$ cat src/rtl/ctrl_step_sequencer_if.sv
// Handshake bundle between the run/stop controls, ctrl_unit and the step sequencer.
// The master side drives the control inputs; the slave side is the sequencer itself.
interface ctrl_step_sequencer_if #(
    parameter int unsigned NUM_STEPS = 8,
    parameter int unsigned CNT_W     = 16
);
    localparam int unsigned IDX_W = $clog2(NUM_STEPS);

    logic                 start;
    logic                 stop;
    logic                 end_instr;
    logic                 single_step;
    logic                 advance;
    logic [NUM_STEPS-1:0] step_onehot;
    logic [IDX_W-1:0]     step_idx;
    logic                 step_strobe;
    logic                 instr_done;
    logic [CNT_W-1:0]     instr_count;
    logic                 busy;
    logic                 halted;

    modport master (
        output start, stop, end_instr, single_step, advance,
        input  step_onehot, step_idx, step_strobe, instr_done, instr_count, busy, halted
    );

    modport slave (
        input  start, stop, end_instr, single_step, advance,
        output step_onehot, step_idx, step_strobe, instr_done, instr_count, busy, halted
    );
endinterface

$ cat src/rtl/ctrl_step_sequencer.sv
// Control-step generator: one-hot T0..T(NUM_STEPS-1) with configurable dwell,
// early instruction end, stop/halt, single-step debug and retired-instruction count.
module ctrl_step_sequencer #(
    parameter int unsigned NUM_STEPS   = 8,
    parameter int unsigned STEP_CYCLES = 4,
    parameter int unsigned CNT_W       = 16
) (
    input logic                  clk,
    input logic                  reset,
    ctrl_step_sequencer_if.slave bus
);
    localparam int unsigned IDX_W = $clog2(NUM_STEPS);
    localparam int unsigned CYC_W = (STEP_CYCLES > 1) ? $clog2(STEP_CYCLES) : 1;
    localparam logic [IDX_W-1:0] LAST_IDX = IDX_W'(NUM_STEPS - 1);
    localparam logic [CYC_W-1:0] LAST_CYC = CYC_W'(STEP_CYCLES - 1);

    typedef enum logic [1:0] {
        S_IDLE,
        S_RUN,
        S_HALT
    } state_e;

    state_e               state_q, state_d;
    logic [IDX_W-1:0]     idx_q, idx_d;
    logic [CYC_W-1:0]     cyc_q, cyc_d;
    logic                 end_pend_q, end_pend_d;
    logic [CNT_W-1:0]     count_q, count_d;
    logic [NUM_STEPS-1:0] onehot_q, onehot_d;
    logic                 strobe_q, strobe_d;
    logic                 boundary;
    logic                 instr_end;

    always_comb begin
        state_d    = state_q;
        idx_d      = idx_q;
        cyc_d      = cyc_q;
        end_pend_d = end_pend_q;
        count_d    = count_q;

        boundary  = (state_q == S_RUN) && (cyc_q == LAST_CYC) &&
                    (!bus.single_step || bus.advance);
        instr_end = boundary && (end_pend_q || bus.end_instr || (idx_q == LAST_IDX));

        unique case (state_q)
            S_IDLE, S_HALT: begin
                cyc_d = '0;
                idx_d = '0;
                if (bus.start && !bus.stop) begin
                    state_d = S_RUN;
                end else if (bus.start && (state_q == S_IDLE)) begin
                    state_d = S_HALT;
                end
            end
            S_RUN: begin
                if (bus.end_instr) begin
                    end_pend_d = 1'b1;
                end
                if (boundary) begin
                    cyc_d = '0;
                    if (instr_end) begin
                        count_d    = count_q + CNT_W'(1);
                        end_pend_d = 1'b0;
                        idx_d      = '0;
                    end else begin
                        idx_d = idx_q + IDX_W'(1);
                    end
                    if (bus.stop) begin
                        state_d = S_HALT;
                        idx_d   = '0;
                    end
                end else if (cyc_q != LAST_CYC) begin
                    cyc_d = cyc_q + CYC_W'(1);
                end
            end
            default: state_d = S_IDLE;
        endcase

        onehot_d = (state_d == S_RUN) ? (NUM_STEPS'(1) << idx_d) : '0;
        // Strobe marks step entry rather than cyc==0 so a held 1-cycle step strobes once.
        strobe_d = (state_d == S_RUN) && ((state_q != S_RUN) || boundary);
    end

    always_ff @(posedge clk) begin
        if (reset) begin
            state_q    <= S_IDLE;
            idx_q      <= '0;
            cyc_q      <= '0;
            end_pend_q <= 1'b0;
            count_q    <= '0;
            onehot_q   <= '0;
            strobe_q   <= 1'b0;
        end else begin
            state_q    <= state_d;
            idx_q      <= idx_d;
            cyc_q      <= cyc_d;
            end_pend_q <= end_pend_d;
            count_q    <= count_d;
            onehot_q   <= onehot_d;
            strobe_q   <= strobe_d;
        end
    end

    assign bus.step_onehot = onehot_q;
    assign bus.step_idx    = idx_q;
    assign bus.step_strobe = strobe_q;
    // Same-cycle end_instr/advance decide whether this cycle ends the instruction.
    assign bus.instr_done  = instr_end;
    assign bus.instr_count = count_q;
    assign bus.busy        = (state_q == S_RUN);
    assign bus.halted      = (state_q == S_HALT);
endmodule
$ cat src/flat_wrapper.sv
// flat-port wrapper written by rule: the top's interface ports become plain ports
module ctrl_step_sequencer_flat 
#(
    parameter int unsigned NUM_STEPS   = 8,
    parameter int unsigned STEP_CYCLES = 4,
    parameter int unsigned CNT_W       = 16
)
  (clk, reset, bus_start, bus_stop, bus_end_instr, bus_single_step, bus_advance, bus_step_onehot, bus_step_idx, bus_step_strobe, bus_instr_done, bus_instr_count, bus_busy, bus_halted);
  ctrl_step_sequencer_if #(.NUM_STEPS(NUM_STEPS), .CNT_W(CNT_W)) bus_i ();
  input logic clk;
  input logic reset;
  input wire logic [$bits(bus_i.start)-1:0] bus_start;
  input wire logic [$bits(bus_i.stop)-1:0] bus_stop;
  input wire logic [$bits(bus_i.end_instr)-1:0] bus_end_instr;
  input wire logic [$bits(bus_i.single_step)-1:0] bus_single_step;
  input wire logic [$bits(bus_i.advance)-1:0] bus_advance;
  output wire logic [$bits(bus_i.step_onehot)-1:0] bus_step_onehot;
  output wire logic [$bits(bus_i.step_idx)-1:0] bus_step_idx;
  output wire logic [$bits(bus_i.step_strobe)-1:0] bus_step_strobe;
  output wire logic [$bits(bus_i.instr_done)-1:0] bus_instr_done;
  output wire logic [$bits(bus_i.instr_count)-1:0] bus_instr_count;
  output wire logic [$bits(bus_i.busy)-1:0] bus_busy;
  output wire logic [$bits(bus_i.halted)-1:0] bus_halted;
  assign bus_i.start = bus_start;
  assign bus_i.stop = bus_stop;
  assign bus_i.end_instr = bus_end_instr;
  assign bus_i.single_step = bus_single_step;
  assign bus_i.advance = bus_advance;
  assign bus_step_onehot = bus_i.step_onehot;
  assign bus_step_idx = bus_i.step_idx;
  assign bus_step_strobe = bus_i.step_strobe;
  assign bus_instr_done = bus_i.instr_done;
  assign bus_instr_count = bus_i.instr_count;
  assign bus_busy = bus_i.busy;
  assign bus_halted = bus_i.halted;
  ctrl_step_sequencer #(.NUM_STEPS(NUM_STEPS), .STEP_CYCLES(STEP_CYCLES), .CNT_W(CNT_W)) u_core (.clk(clk), .reset(reset), .bus(bus_i));
endmodule
$ cat config.mk
export PLATFORM = sky130hd
export DESIGN_NAME = ctrl_step_sequencer_flat
export DESIGN_NICKNAME = d
export VERILOG_FILES = /design/src/rtl/ctrl_step_sequencer_if.sv /design/src/rtl/ctrl_step_sequencer.sv /design/src/flat_wrapper.sv
export SDC_FILE = /design/constraint.sdc
export NUM_CORES = 1
export LEC_CHECK = 0
export ABC_AREA = 1
export CAP_MARGIN = 10
export CORE_UTILIZATION = 40
export DETAILED_ROUTE_END_ITERATION = 10
export GPL_TIMING_DRIVEN = 1
export MAX_ROUTING_LAYER = met4
export PLACE_DENSITY = 0.7
export SLEW_MARGIN = 15
export SYNTH_ARGS = -nofsm -noshare
export SYNTH_HDL_FRONTEND = slang
export SYNTH_SLANG_ARGS = --single-unit
$ cat constraint.sdc
create_clock -name clk -period 1.51 [get_ports clk]
set_input_delay 0.151 -clock clk [delete_from_list [all_inputs] [get_ports clk]]
set_output_delay 0.151 -clock clk [all_outputs]
set_load 0.005 [all_outputs]
==> results of run 1 <==
-- kinds of logic (layout without fill, tap and decap cells) --
| kind of cell | Yosys count | in the layout | share of synthesized area |
|---|---|---|---|
| and+or+nand+nor | 118 | 118 | 0.355 |
| DFF | 33 | 33 | 0.430 |
| buffers and inverters | 29 | 95 | 0.0757 |
| AOI/OAI and AO/OA | 24 | 24 | 0.0953 |
| adders and majority gates | 4 | 4 | 0.0326 |
| xor gates and xnor gates | 2 | 2 | 0.0114 |
-- layout by cell type, fill, tap and decap left out, types with 2 or more instances in the layout --
cell type	count
clkbuf_8	7
o21ai_0	4
a21oi_2	4
a21oi_1	6
nand2_1	42
dlygate4sd2_1	2
ha_1	2
inv_1	22
nand4_1	5
dfxtp_2	2
dfxtp_1	30
nor2_4	2
nand3_2	2
nor3_1	2
inv_2	4
clkdlybuf4s50_1	33
buf_4	20
nand2_2	8
xor2_1	2
nor2_2	2
o21ai_1	3
buf_6	4
ha_4	2
nand3_1	12
nor2_1	37
-- routing by layer --
metal,global-route usage,part of all wire,vias up
met4,0.0824,0.018,0
met1,0.229,0.45,686
met3,0.0518,0.041,8
met2,0.343,0.49,36
met5,-,0,-
li1,-,-,804
-- tightest hold or removal path, stage by stage, from the launching register on --
cell	delay, ns
dfxtp_1	0.31
nand2_1	0.06
a21oi_1	0.05
-- final timing paths --
kind / end / slack (ns) / cells past startpoint
worst max-delay path: bus_instr_done / -0.03 / 6
worst min-delay path: u_core.cyc_q[1]$_SDFFE_PP0P_ / 0.47 / 2
worst max register to register: u_core.bus.instr_count[10]$_SDFFE_PP0P_ / 0.01 / 9
worst min register to register: u_core.cyc_q[1]$_SDFFE_PP0P_ / 0.47 / 2
-- report_power, final --
part / internal (mW) / total [mW] / switching (mW)
logic: 0.0639 / 0.126 / 0.0626
registers: 0.880 / 0.889 / 0.00853
clock network: 0.412 / 0.735 / 0.323
-- registers in the layout, indices dropped and copies added (netlist names) --
| register | flops |
|---|---|
| u_core.cyc_q | 2 |
| u_core.end_pend_q | 1 |
| u_core.bus.step_strobe | 1 |
| u_core.bus.step_idx | 3 |
| u_core.bus.step_onehot | 8 |
| u_core.bus.instr_count | 16 |
| u_core.state_q | 2 |
-- through the flow --
stage	instance area (um^2)	total power [mW]	utilization	TNS [ns]
2_1_floorplan	1540	0.966	-	0
3_3_place_gp	2090	1.02	0.571	-1.66
3_5_place_dp	2090	1.03	0.571	-1.91
4_1_cts	2270	1.76	0.619	-0.403
5_1_grt	2330	1.82	0.636	-1.01
6_report	2330	1.75	0.636	-0.0313
-- what timing repair did --
| item | 4_1_cts | 5_1_grt |
|---|---|---|
| endpoints found under the setup margin | 20 | 27 |
| gates cloned | 1 | 0 |
| pin swaps | 8 | 8 |
| gates resized for setup | 21 | 17 |
| setup buffers | 5 | 1 |
-- area by class of cell --
cell class	count	area, um^2	area share
well taps	48	60.1	0.0258
inverters	26	97.6	0.0419
multi-input cells	148	841	0.361
clock buffers	7	96.3	0.0414
repair buffers	61	561	0.241
clock inverters	1	5.00	0.00215
flip-flops and latches	33	667	0.287
==> run metrics, run 1 <==
CTS tree=built; die area=4090 um^2; CP Data Required Time=1.36 ns; Rows=22; first-iteration detailed-routing DRC count=56; Via density=4.73; worst slew pin tran=0.409 ns; area of the core=3660 um^2; H-tree levels=2; number of synthesized flops with an enable pin=0; Root Driver=clkbuf_8; Worst Skew=0.00265 ns; maxcap violations=0; Slowest cell on crit path=dfxtp_4; # IOs=38; sequential fraction of the synthesis area=0.430; Routability Congestion=0.879; final hold violation count=0; Worst slew margin=0.727; VDD IR max=0.546 mV; outcome=finished, violations left; Num CTS Buffers=5; DR pass1 iterations=4; HP Start=u_core.cyc_q[1]$_SDFFE_PP0P_; CP Launch Point=u_core.bus.step_idx[0]$_SDFF_PP0_; Filler cells=326; GRT overflow=0; largest net degree at the start of global routing=13; crit path cell chain=ha_4, ha_4, nor3_4, buf_6, nor2_4, buf_2; Hold Buf Count CTS=0; Inst Count DP=310; most used flip-flop cell after synthesis=dfxtp_1; failing checks=setup timing; Worst Path Buf+Inv=2; Die Height=64.0 um; final non-filler cell total=324; Clock Tree Buf Depth=2; synthesized cell area=1540 um^2; Via Count=1534; Netlist cell types=31; Post-DRT Antenna Nets=0; final wirelength=3650 um; Post-Syn Nets=221; delay-heaviest family, CP=flip-flops; dpl ws=-0.137 ns; Clock transition at path regs=0.07 ns; final hold slack=0.469 ns; #FFs+latches synth=33; largest cells by area after synthesis=dfxtp_1 (43%), nand2_1 (12%), nor2_1 (9.3%); vias in the first global route=1458; ratio of cells with drive above 1 in the final layout=0.236; Arrival @ worst endpoint=1.39 ns; clk_lat worst skew=0.28 ns; Final Max Tran Viols=0; Worst path most repeated cell=ha_4; Setup Viol. Count Final=1; ANT cells=0; PortBufs=37; critical path class=flip-flop to output pin; Post-Synthesis Cells=210; Critical R2R Launch=u_core.bus.step_idx[0]$_SDFF_PP0_; min cycle time layout=1.54 ns; Syn Area/Cell=7.32 um^2; top post-synthesis cells by count=nand2_1 (50), nor2_1 (38), dfxtp_1 (33); detailed placer's ending HPWL=2510 um; setup ws final=-0.0313 ns; Leakage=0.975 nW; Synth area leader=dfxtp_1; area grow syn2layout=51.5%; Worst Setup End Kind=output pin; RSZ-0062 raised after global routing=true; critical path startpoint category=flip-flop; Synth Warn #=0; ys async rst share=0; first-pass GRT wire length=6240 um; Final #Nets=286; most common cell in the netlist=nand2_1; CP peak stage delay=0.36 ns; initial antenna violation count=0; Pwr Density=752 nW/um^2; worst-path maximum fanout=6; GRT Util Overall=0.204; initial core utilization=0.420; Synth top area share=0.430; WL/cell=11.3 um; Peak Freq=0.649 GHz; Sink Count=33; Tcrit/Tclk final=1.02; Hold WC Path Type=flip-flop to flip-flop; drt drc=0; Die Wd=64.0 um
No activity file was read; power rests on OpenSTA's default activity.
==> inputs of run 2 (changes only) <==
Settings changed: RECOVER_POWER from default to 25.
==> run 2 against run 1 <==
  * The flow still finishes with violations (setup timing)
  * Power is essentially flat
  * Sequential power is essentially flat
  * Register-to-register slack is essentially flat
  * Cell area is the same
  * Non-clock buffer count is the same
  * First-iteration DRC count is the same
  * Sequential share of layout area is the same
  * Die area is the same
  * Wire length is essentially flat
  * Combinational power is essentially flat
  * Clock-buffer cell count is the same
  * Critical path type unchanged
  * Highest routed layer unchanged
==> run metrics, run 2 (synthesized netlist as in run 1, its figures left out) <==
commonest cells after routing, fill and taps aside=nand2_1 (42), nor2_1 (37), dfxtp_1 (30), clkdlybuf4s50_1 (26), inv_1 (22); die area=4090 um^2 (unchanged); HP Start=u_core.cyc_q[1]$_SDFFE_PP0P_; WL/cell=11.3 um (about the same); # IOs=38 (unchanged); min cycle time layout=1.54 ns (+0.00113 ns); Num CTS Buffers=5 (unchanged); Clock Tree Buf Depth=2 (unchanged); ANT cells=0 (unchanged); Die Height=64.0 um (unchanged); Critical R2R Launch=u_core.bus.step_idx[0]$_SDFF_PP0_; Final Max Tran Viols=0 (unchanged); CTS tree=built; max reg flops=16 (unchanged); Sink Count=33 (unchanged); Via density=4.74 (+0.13%); ratio of cells with drive above 1 in the final layout=0.236 (unchanged); worst slew pin tran=0.410 ns (+0.00158 ns); Worst Setup End Kind=output pin; Worst Skew=0.00281 ns (+0.000162 ns); critical path startpoint category=flip-flop; Peak Freq=0.648 GHz (about the same); Post-DRT Antenna Nets=0 (unchanged); clk_lat worst skew=0.28 ns (about the same); Inst Count DP=310 (unchanged); Clock transition at path regs=0.07 ns (about the same); Root Driver=clkbuf_8; Slowest cell on crit path=dfxtp_4; Worst path most repeated cell=ha_4; Pwr Density=752 nW/um^2 (about the same); RSZ-0062 raised after global routing=true; final wirelength=3650 um (about the same); most common cell after layout, fill and taps aside=nand2_1; Routability Congestion=0.879 (unchanged); failing checks=setup timing; area grow syn2layout=51.5% (unchanged); crit path cell chain=ha_4, ha_4, nor3_4, buf_6, nor2_4, buf_2; dpl ws=-0.137 ns (unchanged); Worst Hold End=u_core.cyc_q[1]$_SDFFE_PP0P_; Via Count=1536 (+0.13%); CP peak stage delay=0.36 ns (about the same); Hold WC Path Type=flip-flop to flip-flop; Leakage=0.998 nW (+2.4%); maxcap violations=0 (unchanged); area of the core=3660 um^2 (unchanged); R2R Setup Slk=0 ns (about the same); Reg-to-Reg End=u_core.bus.instr_count[10]$_SDFFE_PP0P_; Die Wd=64.0 um (unchanged); drt drc=0 (unchanged); first-pass GRT wire length=6240 um (unchanged); Hold Crit Depth=2 (unchanged); critical path class=flip-flop to output pin; GRT overflow=0 (unchanged); GRT Util Overall=0.204 (unchanged); VDD IR max=0.543 mV (-0.65%); initial antenna violation count=0 (unchanged); CP Data Required Time=1.36 ns (about the same); DR pass1 iterations=4 (unchanged); largest net degree at the start of global routing=13 (unchanged); final hold violation count=0 (unchanged); first-iteration detailed-routing DRC count=56 (unchanged); TNS Setup=-0.0324 ns (-0.00113 ns); Tcrit/Tclk final=1.02 (about the same); Rows=22 (unchanged); H-tree levels=2 (unchanged); Setup Viol. Count Final=1 (unchanged); Arrival @ worst endpoint=1.39 ns (about the same); Final #Nets=286 (unchanged); Core Util, Final=0.636 (unchanged); worst-path maximum fanout=6 (unchanged); PortBufs=37 (unchanged); worst r2r path cells=9 (unchanged); detailed placer's ending HPWL=2510 um (unchanged); setup ws final=-0.0324 ns (-0.00113 ns); Worst slew margin=0.726 (-0.00106); initial core utilization=0.420 (unchanged); CP Launch Point=u_core.bus.step_idx[0]$_SDFF_PP0_; vias in the first global route=1458 (unchanged); outcome=finished, violations left; final non-filler cell total=324 (unchanged)
## run 2: layout make-up
cell class,count,area [um^2]
well taps,48,60.1
fillers,326,1330
inverters,26,97.6
repair buffers,61,561
clock inverters,1,5.00
multi-input cells,148,841
flip-flops and latches,33,667
clock buffers,7,96.3
## run 2: routing by layer
metal | wire length [um] | vias up | track usage
met2 | 1790 | 37 | 0.343
met4 | 76 | 0 | 0.0824
met1 | 1640 | 685 | 0.229
li1 | - | 805 | -
met5 | 0 | - | -
met3 | 147 | 9 | 0.0518
## run 2: what timing repair did
| item | CTS | global route |
|---|---|---|
| hold buffers | 0 | 0 |
| buffers inserted | 5 | 1 |
| endpoints found under the setup margin | 20 | 27 |
| gates cloned | 1 | 0 |
| pin swaps | 8 | 8 |
| gates resized for setup | 21 | 17 |
## run 2: worst max-delay path: cells and delay by family (launching register included)
family	cells	cell delay (ns)
flops	1	0.36
simple gates	2	0.22
buf+inv	2	0.27
fa+ha+maj	2	0.27
## run 2: worst max path at each step
stage	end	slack, ns	depth (start not counted)
4_1_cts	u_core.bus.step_idx[2]$_SDFF_PP0_	-0.05	9
3_5_place_dp	u_core.bus.step_onehot[3]$_SDFF_PP0_	-0.14	11
5_1_grt	bus_instr_done	-0.10	6
2_1_floorplan	u_core.bus.instr_count[0]$_SDFFE_PP0P_	0.04	7
6_report	bus_instr_done	-0.03	6
3_3_place_gp	u_core.bus.step_onehot[2]$_SDFF_PP0_	-0.13	11
## run 2: power breakdown
| group | switching [mW] | internal [mW] |
|---|---|---|
| clock network | 0.324 | 0.412 |
| registers | 0.00834 | 0.880 |
| logic | 0.0627 | 0.0626 |
## run 2: per-stage QoR
stage | cell area [um^2] | hold WS [ns] | power, mW
4_1_cts | 2270 | 0.470 | 1.76
2_1_floorplan | 1540 | 0.229 | 0.966
3_5_place_dp | 2090 | 0.462 | 1.03
3_3_place_gp | 2090 | 0.459 | 1.02
6_report | 2330 | 0.469 | 1.75
5_1_grt | 2330 | 0.515 | 1.82
